File: src/rtl/dcache_pkg.sv
// Shared types and geometry helpers for the set-associative data cache.
// Optional build macro: DCACHE_STATS_EN (hit/miss counters on the top).
package dcache_pkg;

    typedef enum logic [1:0] {
        IDLE,
        WRITEBACK,
        FETCH,
        REFILL
    } state_t;

    function automatic int off_w(input int words);
        return $clog2(words) + 2;
    endfunction

    function automatic int idx_w(input int sets);
        return $clog2(sets);
    endfunction

    function automatic int tag_w(input int aw, input int sets, input int words);
        return aw - off_w(words) - idx_w(sets);
    endfunction

    function automatic int way_w(input int ways);
        return (ways > 1) ? $clog2(ways) : 1;
    endfunction

endpackage

File: src/rtl/dcache_lru.sv
// Per-set LRU rank table; rank 0 is MRU, rank WAYS-1 is the victim.
// Optional build macro: none.
module dcache_lru
    import dcache_pkg::*;
#(
    parameter int SETS = 8,
    parameter int WAYS = 2,
    localparam int IW = idx_w(SETS),
    localparam int WW = way_w(WAYS)
) (
    input  logic          clock,
    input  logic          reset,
    input  logic [IW-1:0] index,
    input  logic [WW-1:0] way,
    input  logic          update,
    output logic [WW-1:0] victim
);

    logic [WW-1:0] rank [SETS][WAYS];
    logic [WW-1:0] old;

    assign old = rank[index][way];

    // Ties with the old rank also age, so reset-cleared ranks become a permutation.
    always_ff @(posedge clock) begin
        if (!reset) begin
            for (int s = 0; s < SETS; s++)
                for (int w = 0; w < WAYS; w++)
                    rank[s][w] <= '0;
        end else if (update) begin
            for (int w = 0; w < WAYS; w++) begin
                if (WW'(w) == way)
                    rank[index][w] <= '0;
                else if (rank[index][w] <= old)
                    rank[index][w] <= rank[index][w] + 1'b1;
            end
        end
    end

    always_comb begin
        victim = '0;
        for (int w = 0; w < WAYS; w++)
            if (rank[index][w] == WW'(WAYS - 1))
                victim = WW'(w);
    end

endmodule

File: src/rtl/dcache_assoc.sv
// N-way set-associative write-back, write-allocate data cache with LRU.
// Optional build macro: DCACHE_STATS_EN adds hit_count/miss_count outputs.
module dcache_assoc
    import dcache_pkg::*;
#(
    parameter int ADDR_W = 32,
    parameter int SETS = 8,
    parameter int WAYS = 2,
    parameter int WORDS = 4,
    localparam int OFF = off_w(WORDS),
    localparam int MA_W = ADDR_W - OFF
) (
    input  logic                  clock,
    input  logic                  reset,
    input  logic                  read,
    input  logic                  write,
    input  logic [ADDR_W-1:0]     address,
    input  logic [31:0]           writedata,
    output logic [31:0]           readdata,
    output logic                  busywait,
    output logic                  mem_read,
    output logic                  mem_write,
    output logic [MA_W-1:0]       mem_address,
    output logic [32*WORDS-1:0]   mem_writedata,
    input  logic [32*WORDS-1:0]   mem_readdata,
    input  logic                  mem_busywait
`ifdef DCACHE_STATS_EN
    ,
    output logic [31:0]           hit_count,
    output logic [31:0]           miss_count
`endif
);

    localparam int IDX = idx_w(SETS);
    localparam int TAG_W = tag_w(ADDR_W, SETS, WORDS);
    localparam int WW = way_w(WAYS);
    localparam int WDW = (WORDS > 1) ? $clog2(WORDS) : 1;

    logic [TAG_W-1:0] tags  [SETS][WAYS];
    logic [31:0]      data  [SETS][WAYS][WORDS];
    logic [WAYS-1:0]  valid [SETS];
    logic [WAYS-1:0]  dirty [SETS];

    state_t           state;
    logic [WW-1:0]    v_way;
    logic [IDX-1:0]   r_index;
    logic [TAG_W-1:0] r_tag;

    logic [WDW-1:0]   word;
    logic [IDX-1:0]   index;
    logic [TAG_W-1:0] tag;
    logic             hit, req, miss, found;
    logic [WW-1:0]    hit_way, victim, lru_victim, lru_way;
    logic [IDX-1:0]   lru_index;
    logic             lru_update;
    logic [32*WORDS-1:0] victim_block;

    assign word  = (WORDS > 1) ? WDW'(address >> 2) : '0;
    assign index = IDX'(address >> OFF);
    assign tag   = TAG_W'(address >> (OFF + IDX));

    always_comb begin
        hit = 1'b0;
        hit_way = '0;
        for (int w = 0; w < WAYS; w++) begin
            if (valid[index][w] && tags[index][w] == tag) begin
                hit = 1'b1;
                hit_way = WW'(w);
            end
        end
    end

    always_comb begin
        victim = lru_victim;
        found = 1'b0;
        for (int w = 0; w < WAYS; w++) begin
            if (!found && !valid[index][w]) begin
                victim = WW'(w);
                found = 1'b1;
            end
        end
    end

    always_comb begin
        victim_block = '0;
        for (int i = 0; i < WORDS; i++)
            victim_block[i*32 +: 32] = data[index][victim][i];
    end

    assign req      = read | write;
    assign miss     = (state == IDLE) && req && !hit;
    assign busywait = reset && ((state != IDLE) || miss);
    assign readdata = hit ? data[index][hit_way][word] : 32'h0;

    assign lru_update = (state == REFILL) || ((state == IDLE) && req && hit);
    assign lru_way    = (state == REFILL) ? v_way : hit_way;
    assign lru_index  = (state == REFILL) ? r_index : index;

    dcache_lru #(
        .SETS(SETS),
        .WAYS(WAYS)
    ) u_lru (
        .clock  (clock),
        .reset  (reset),
        .index  (lru_index),
        .way    (lru_way),
        .update (lru_update),
        .victim (lru_victim)
    );

    always_ff @(posedge clock) begin
        if (reset) begin
            if (state == IDLE && hit && write)
                data[index][hit_way][word] <= writedata;
            if (state == REFILL) begin
                tags[r_index][v_way] <= r_tag;
                for (int i = 0; i < WORDS; i++)
                    data[r_index][v_way][i] <= mem_readdata[i*32 +: 32];
            end
        end
    end

`ifdef DCACHE_STATS_EN
    logic after_refill;
`endif

    always_ff @(posedge clock) begin
        if (!reset) begin
            state <= IDLE;
            for (int s = 0; s < SETS; s++) begin
                valid[s] <= '0;
                dirty[s] <= '0;
            end
            mem_read <= 1'b0;
            mem_write <= 1'b0;
            mem_address <= '0;
            mem_writedata <= '0;
            v_way <= '0;
            r_index <= '0;
            r_tag <= '0;
`ifdef DCACHE_STATS_EN
            hit_count <= '0;
            miss_count <= '0;
            after_refill <= 1'b0;
`endif
        end else begin
            unique case (state)
                IDLE: begin
`ifdef DCACHE_STATS_EN
                    after_refill <= 1'b0;
                    if (miss)
                        miss_count <= miss_count + 1'b1;
                    else if (req && !after_refill)
                        hit_count <= hit_count + 1'b1;
`endif
                    if (hit && write)
                        dirty[index][hit_way] <= 1'b1;
                    if (miss) begin
                        r_index <= index;
                        r_tag <= tag;
                        v_way <= victim;
                        if (valid[index][victim] && dirty[index][victim]) begin
                            state <= WRITEBACK;
                            mem_write <= 1'b1;
                            mem_address <= {tags[index][victim], index};
                            mem_writedata <= victim_block;
                        end else begin
                            state <= FETCH;
                            mem_read <= 1'b1;
                            mem_address <= {tag, index};
                        end
                    end
                end
                WRITEBACK: begin
                    if (!mem_busywait) begin
                        state <= FETCH;
                        mem_write <= 1'b0;
                        mem_read <= 1'b1;
                        mem_address <= {r_tag, r_index};
                    end
                end
                FETCH: begin
                    if (!mem_busywait) begin
                        state <= REFILL;
                        mem_read <= 1'b0;
                    end
                end
                REFILL: begin
                    valid[r_index][v_way] <= 1'b1;
                    dirty[r_index][v_way] <= 1'b0;
                    state <= IDLE;
`ifdef DCACHE_STATS_EN
                    after_refill <= 1'b1;
`endif
                end
            endcase
        end
    end

endmodule
File: config.mk
export PLATFORM = sky130hd
export DESIGN_NAME = dcache_assoc
export DESIGN_NICKNAME = d
export VERILOG_FILES = /design/src/rtl/dcache_pkg.sv /design/src/rtl/dcache_lru.sv /design/src/rtl/dcache_assoc.sv
export SDC_FILE = /design/constraint.sdc
export NUM_CORES = 2
export LEC_CHECK = 0
export CORE_UTILIZATION = 45
export CTS_CLUSTER_SIZE = 14
export DETAILED_ROUTE_END_ITERATION = 8
export DONT_BUFFER_PORTS = 1
export PLACE_DENSITY = 0.71
export SLEW_MARGIN = 10
export SYNTH_ARGS = -nofsm -noshare
export SYNTH_HDL_FRONTEND = slang
export SYNTH_SLANG_ARGS = --single-unit
File: constraint.sdc
create_clock -name clock -period 6.7 [get_ports clock]
set_clock_uncertainty 0.05 [all_clocks]
set_input_delay 0.335 -clock clock [delete_from_list [all_inputs] [get_ports clock]]
set_output_delay 0.335 -clock clock [all_outputs]
set_load 0.005 [all_outputs]
* Word-level counts from Yosys, hierarchy flattened *
Memories as Yosys holds them, arrays and structs flattened.
Cells that the tools add are included.

cells by class
  $add $sub $neg = 2
  magnitude comparators = 15
  eq/ne operators = 10
  muxes and demuxes = 882
  bitwise operators = 776
  reductions and logical operators = 35

operators with widths
  kind                number
  $mux 256            7
  $mux 128            8
  $mux 1              818
  $or 1x1->1          771
  $demux 128 s1       5
  $reduce_or 256->1   1
  $mux 32             5
  $mux 25             4
  $mux 96             1
  $mux 28             3
  $bmux 32 s2         1
  $demux 32 s2        1
  $mux 64             1
  $pmux 28 s2         1
  $eq 25x25->1        2
  $mux 50             1
  $mux 2              14
  $demux 25 s1        1
  $mux 3              6
  $logic_and 1x1->1   16
  $reduce_and 3->1    3
  $ge 2x2->1 const B  4
  $ne 2x2->1 const B  4
  $not 1->2           4
  24 further kinds    38

word-level totals
  register bits after elaboration = 189
  memory bits (writable) = 2,496
  input bits = 197
  output and inout port bits = 191
  logic and storage cells = 1,733
  memories = 5

memories
  name        depth  bits a word  rd ports  clocked after memory_dff  wr ports  RTL line            text
  data        8      256          1         0                         1         dcache_assoc.sv:40  logic [31:0] data [SETS][WAYS][WORDS];
  tags        8      50           1         0                         1         dcache_assoc.sv:39  logic [TAG_W-1:0] tags [SETS][WAYS];
  dirty       8      2            1         0                         8         dcache_assoc.sv:42  logic [WAYS-1:0] dirty [SETS];
  u_lru.rank  8      2            1         0                         8         dcache_lru.sv:19    logic [WW-1:0] rank [SETS][WAYS];
  valid       8      2            1         0                         8         dcache_assoc.sv:41  logic [WAYS-1:0] valid [SETS];

* Logic depth before layout (Yosys ltp) *
An unclocked memory read counts as a cell.

  depth after elaboration = 18
  mapped depth = 16
  mapped depth without buffers = 10

* By module *
Synthesis repeated with hierarchy kept, for this count alone.

second synthesis, totals
  cell total of the unflattened synthesis = 6,001
  area, all modules = 109,986.7 um2

by module, submodules not included
  module        times used  cells each  area each (um2)  seq. area each (um2)
  dcache_assoc  1           5,894       108,912.0        78,094.9
  dcache_lru    1           107         1,074.8          460.4

* Worst setup path before layout *
OpenSTA, ideal clock, no wires.

  path kind = input to register
  start point = in address[6]
  end point = mem data[0][128] (netlist bit), enable pin
  library setup time = 0.421 ns
  arrival time = 4.318 ns
  data required time = 6.229 ns
  setup slack = 1.911 ns
  stages = 13
  buffers on the path = 4
  path through = buf_2 > buf_2 > buf_2 > nand2b_1 > o22ai_1 > a221oi_1 > xor2_1 > nor4_2 > nand4_2 > or3_4 > buf_6 > o21a_2 > nor2_1

on the way
  longest elaborated chain between the ends = 11
  elaborated cells between the ends (all ways) = 22
  those cells by class = 2 x order compare; 2 x eq/ne; 10 x mux; 1 x bitwise; 5 x reduce/logical; 2 x memory

RTL lines
  what                                                              RTL line                                  text
  start: declaration                                                dcache_assoc.sv:17                        input logic [ADDR_W-1:0] address,
  $mem_v2 8x50                                                      -
  $eq 25x25->1                                                      dcache_assoc.sv:66                        if (valid[index][w] && tags[index][w] == tag) begin
  $logic_and 1x1->1                                                 dcache_assoc.sv:66
  $mux 1                                                            dcache_assoc.sv:66
  $not 1->2 (not written as such) / $mux 1 (equally long branches)  dcache_assoc.sv:114, dcache_assoc.sv:66
  $ge 2x2->1 (not written as such) (tied with other cells)          dcache_assoc.sv:114                       data[index][hit_way][word] <= writedata;
  $logic_and 1x1->1 (on tied branches)                              dcache_assoc.sv:114, dcache_assoc.sv:113
  $mux 128 (not written as such) / $mux 1 (equally long branches)   dcache_assoc.sv:114, dcache_assoc.sv:113
  $demux 128 s1 / $mux 1 (equally long branches)                    dcache_assoc.sv:114, dcache_assoc.sv:112
  $mux 256 (not written as such)                                    dcache_assoc.sv:114
  $mux 256 (no source line)                                         -
  end: declaration                                                  dcache_assoc.sv:40

Parallel ways exist; a longest one is shown, timed or not.

* Worst setup path after layout *
  start point = in address[5]
  end point = out readdata[22]

on the way
  longest elaborated chain between the ends = 12
  elaborated cells between the ends (all ways) = 18
  those cells by class = 2 x eq/ne; 10 x mux; 1 x bitwise; 2 x reduce/logical; 3 x memory

RTL lines
  what                                          RTL line            text
  $mem_v2 8x50                                  -
  $eq 25x25->1                                  dcache_assoc.sv:66
  $logic_and 1x1->1                             dcache_assoc.sv:66
  $mux 1                                        dcache_assoc.sv:66
  $not 1->2 (not written as such)               dcache_assoc.sv:93  assign readdata = hit ? data[index][hit_way][word] : 32'h0;
  $mux 128 (not written as such) (3 in series)  dcache_assoc.sv:93
  $bmux 32 s2                                   dcache_assoc.sv:93
  $mux 32 (not written as such) (2 in series)   dcache_assoc.sv:93
  $mux 32 (*)                                   dcache_assoc.sv:93
  end: declaration                              dcache_assoc.sv:19  output logic [31:0] readdata,

Mark *: on every way between the ends. The rest lies on a longest branch, timed or not. The select of a mux whose other input is x is not followed.

==> impl.org <==
** Status
- Status :: finished with violations
- Violations in the final reports :: max-slew violations

** Yosys
- Syn nets :: 6,250
- By area the synthesized netlist is led by sky130_fd_sc_hd__edfxtp_1 (68%), sky130_fd_sc_hd__mux4_2 (13%), sky130_fd_sc_hd__mux2i_1 (4.0%).
- Post-synthesis cell type count :: 82
- After synthesis, the mean cell area works out to 18.0 µm².
- sky130_fd_sc_hd__edfxtp_1 takes more of the synthesized area than any other cell.
- Synthesis inferred 2,685 register bits.
- Synthesis handed over a netlist of 6,049 instances.
- Async SR Flop Fraction :: 0%
- Number of warnings printed during yosys synthesis :: 0
- For this run, the leading register cell type out of synthesis is sky130_fd_sc_hd__edfxtp_1.
- In this run, synthesis inferred 2,478 flip-flops with an integrated enable.
- Of the synthesized area, sequential elements account for 72.2%.
- Summing every instance area after synthesis gives 0.109 mm².
- Area share of the largest cell type after synthesis :: 68.4%

** STA
- Across all hold checks on the routed design, the worst slack comes to 0.0453 ns.
- After routing, the total negative slack on setup checks comes to 0 ns.
- The final critical path takes up 95.7% of the cycle.
- Timing-limited maximum frequency :: 0.156 GHz
- Setup repair after global routing missed its margin :: no
- The number of endpoints with negative hold slack in the final report came to 0.
- Setup violations remaining at the end of the flow were counted as 0.
- At the pin with the least slew margin, the transition time is 1.86 ns.
- Across all setup checks in the final design, the least slack found is 0.291 ns.
- Slew Limit Headroom :: -24.1%
- The routed design could run at a clock period as short as 6.41 ns.
- The max-slew violation count is 313.

** Power
- In this run the static leakage power is 0.0406 µW.
- Fraction of power consumed by combinational cells :: 10.2%
- In this run the power density over the cells is 305 mW/mm².
- Total power :: 38,100 µW
- Relative contribution of sequential cells to total power :: 50.4%
- Worst vdd ir :: 331 µV
- The analysis attributes to net switching a power of 9290 µW.
- Portion of total power attributed to the clock network :: 39.3%
- Switching share of power :: 24.4%
- Cell internal pwr :: 28,800 µW

** Global routing
- Antenna violations before repair :: 80
- In the global route stage, met1 resource usage came out at 35.0%.
- Across every metal layer, demand over resource in global routing totals 27.0%.
- Vias in the first global route :: 59.7k
- Maximum number of pins on one net before global-route repair :: 642
- Global routing used 39.3% of the available met2 tracks.
- Layer with the highest usage after global routing :: met2
- First-pass GRT wire length :: 460,000 µm
- Met3 global-route usage :: 8.87%
- The total overflow left after global routing is 0.

** Floorplan
- Die area :: 0.244 mm²
- From bottom edge to top edge, the die measures 494 µm.
- Die boundary width :: 494 µm
- Once the floorplan was initialized, standard cells occupied 45.2% of the core.
- Number of rows created at floorplan :: 180
- The floorplan step defined a core boundary enclosing 0.240 mm².
- Num ports :: 388

** Placed design
- OpenSTA, run right after detailed placement, puts the worst setup slack at 1.09 ns.
- Routability-driven placement finished with a final weighted congestion of 0.933.
- Placed wire-length estimate :: 213,000 µm
- Port Buf Inserts :: 0

** Routing
- First-pass iteration count of the detailed router :: 9
- The detailed router placed 63.0k vias in this run.
- The first routing iteration left 10.0k violations.
- Dividing the detail-routed via count by the number of cells gives 6.39.
- In the routed design, unresolved DRC markers number 0.
- Remaining antenna violation count after routing :: 0
- After detailed routing, the average wire length per cell comes to 33.9 µm.
- Total wirelength of the detailed-routed design :: 334,000 µm

** Critical path
- Start of the worst register-to-register path :: tags[6][12]
- Along the worst path, the maximum fanout reaches 158.
- For the worst setup path, the data arrival time is 6.02 ns.
- Critical path start-end classification :: in2out
- The worst register-to-register path has a depth of 10.
- Crit end category :: primary output
- Worst flop-to-flop path endpoint :: data[6][69]
- For the worst setup path, the data required time is 6.31 ns.
- The setup check on the worst reg-to-reg path leaves a slack of 1.44 ns.
- STA classifies the critical path startpoint as an input port.

** Clock tree
- After clock tree synthesis, the setup repair step added 0 buffers.
- Clock-pin slew was measured on the worst setup and hold paths at 0.05 ns.
- Hold repair after CTS inserted 244 buffers.
- Cell at the root of the clock tree :: sky130_fd_sc_hd__clkbuf_16
- The clock passes through at most 4 buffers.
- At the later pin of the worst-skew pair, clock insertion delay measures 0.95 ns.
- Cells resized by post-CTS repair :: 0
- Num CTS Buffers :: 292
- The H-tree was split into 5 levels.
- TritonCTS built the clock tree.
- Clock sink count :: 2,685

** Cells and area
- Once layout is complete, the utilization of the core stands at 52.0%.
- Area growth syn-to-layout :: 15.0%
- Fraction of final layout cells sized beyond drive strength 1 :: 20.4%
- For this run, the post-layout net count is 6,569.
- Layout filler cell count :: 18.4k

** Worst hold path
- Worst Hold Launch :: address[6]
- Worst Hold Path EP :: mem_address[12]
- Hold path depth :: 4
- Min-delay worst type :: in2reg

** Run
- Max-cap violations :: 0
synthesized netlist by cell type, drive strengths merged (16+ instances only):
cell,instances
o22ai,54
or3,23
clkbuf,211
o21a,106
a22oi,26
mux2i,430
nor2,202
nor4,16
nand2,512
nor3,22
mux2,26
a21o,18
nand3,302
o31ai,16
o21ai,194
mux4,618
a21oi,156
a22o,30
edfxtp,2478
dfxtp,207
buf,181
routing by layer:
layer  part of all wire (%)  vias to the layer above  wire [µm]
met5                  0.050                        -        166
met4                    7.1                       22      23700
met3                     14                      963      45400
met2                     44                     4700     147000
met1                     35                    32200     117000
li1                       -                    25100          -
how the worst max path moves through the flow:
| stage | startpoint | endpoint | cells after the start |
|---|---|---|---|
| after global routing | address[5] | readdata[7] | 14 |
| final | address[5] | readdata[22] | 13 |
| after global placement | address[4] | data[4][9] | 11 |
| after CTS | tags[7][12] | readdata[7] | 11 |
| after floorplan | address[6] | data[0][128] | 13 |
| after detailed placement | address[4] | data[4][10] | 12 |
registers in the layout, summed over array words and instances (netlist names):
register	flops
mem_read	1
mem_address	28
r_index	3
valid	16
r_tag	25
u_lru.rank	16
data	2048
tags	400
mem_write	1
dirty	16
mem_writedata	128
v_way	1
state	2
cells by family after synthesis:
group,Yosys count,share of synthesized area (%)
simple gates,1167,4.82
buf+inv,404,1.65
xor+xnor,23,0.185
mux,1074,17.0
flops,2685,72.2
fa+ha+maj,4,0.0460
compound gates,692,4.03
cell type report:
| cell class | count | area, µm² | share of cell area (%) |
|---|---|---|---|
| Clock buffer | 366 | 7720 | 6.17 |
| Inverter | 12 | 45.0 | 0.0360 |
| Tap cell | 3185 | 3990 | 3.19 |
| Sequential cell | 2685 | 78600 | 62.8 |
| Timing Repair Buffer | 417 | 4390 | 3.51 |
| Antenna cell | 97 | 243 | 0.194 |
| Multi-Input combinational cell | 2960 | 29100 | 23.3 |
| Clock inverter | 134 | 1000 | 0.803 |
cell usage in the layout, fill, tap and decap left out, types with 18 or more instances in the layout:
cell type	Yosys	layout
sky130_fd_sc_hd__edfxtp_1	2478	2478
sky130_fd_sc_hd__mux4_2	618	618
sky130_fd_sc_hd__nand2_1	512	509
sky130_fd_sc_hd__mux2i_1	430	430
sky130_fd_sc_hd__nand3_1	301	301
sky130_fd_sc_hd__clkbuf_16	0	294
sky130_fd_sc_hd__dlygate4sd3_1	0	242
sky130_fd_sc_hd__dfxtp_1	207	206
sky130_fd_sc_hd__o21ai_0	166	165
sky130_fd_sc_hd__a21oi_1	156	152
sky130_fd_sc_hd__buf_4	32	127
sky130_fd_sc_hd__nor2_1	200	121
sky130_fd_sc_hd__o21a_1	104	104
sky130_fd_sc_hd__diode_2	0	97
sky130_fd_sc_hd__nor2_4	1	70
sky130_fd_sc_hd__clkbuf_1	211	61
sky130_fd_sc_hd__o22ai_1	54	54
sky130_fd_sc_hd__clkinv_1	2	52
sky130_fd_sc_hd__clkinv_2	0	49
sky130_fd_sc_hd__buf_12	0	41
sky130_fd_sc_hd__a22o_1	30	30
sky130_fd_sc_hd__o21ai_1	28	28
sky130_fd_sc_hd__mux2_2	26	26
sky130_fd_sc_hd__a22oi_1	26	26
sky130_fd_sc_hd__or3_1	22	22
sky130_fd_sc_hd__nor3_1	21	21
sky130_fd_sc_hd__a21o_1	18	18
critical path: stages:
cell	delay (ns)
sky130_fd_sc_hd__buf_16	0.46
sky130_fd_sc_hd__buf_16	0.68
sky130_fd_sc_hd__nor2b_1	0.09
sky130_fd_sc_hd__buf_4	0.26
sky130_fd_sc_hd__a22o_1	0.28
sky130_fd_sc_hd__o21ai_0	0.50
sky130_fd_sc_hd__nand4_1	0.19
sky130_fd_sc_hd__nor4_1	0.40
sky130_fd_sc_hd__nand4_1	0.47
sky130_fd_sc_hd__buf_4	0.38
sky130_fd_sc_hd__nand2_2	0.68
sky130_fd_sc_hd__o22ai_1	0.53
sky130_fd_sc_hd__buf_4	0.29
stage by stage:
| stage | area [µm²] | cells |
|---|---|---|
| 3_3_place_gp | 113000 | 9010 |
| 4_1_cts | 125000 | 9754 |
| 2_1_floorplan | 109000 | 6049 |
| 6_report | 125000 | 9856 |
| 5_1_grt | 125000 | 9825 |
| 3_5_place_dp | 113000 | 9010 |
power by group through the flow:
stage | logic, µW | registers, µW | clock network, µW
3_3_place_gp | 3260 | 19500 | 0
3_5_place_dp | 3360 | 19600 | 0
6_report | 3900 | 19200 | 15000
2_1_floorplan | 2210 | 19400 | 0
4_1_cts | 3650 | 19200 | 15100
5_1_grt | 4030 | 19300 | 15700
No activity file was read; power rests on OpenSTA's default activity.
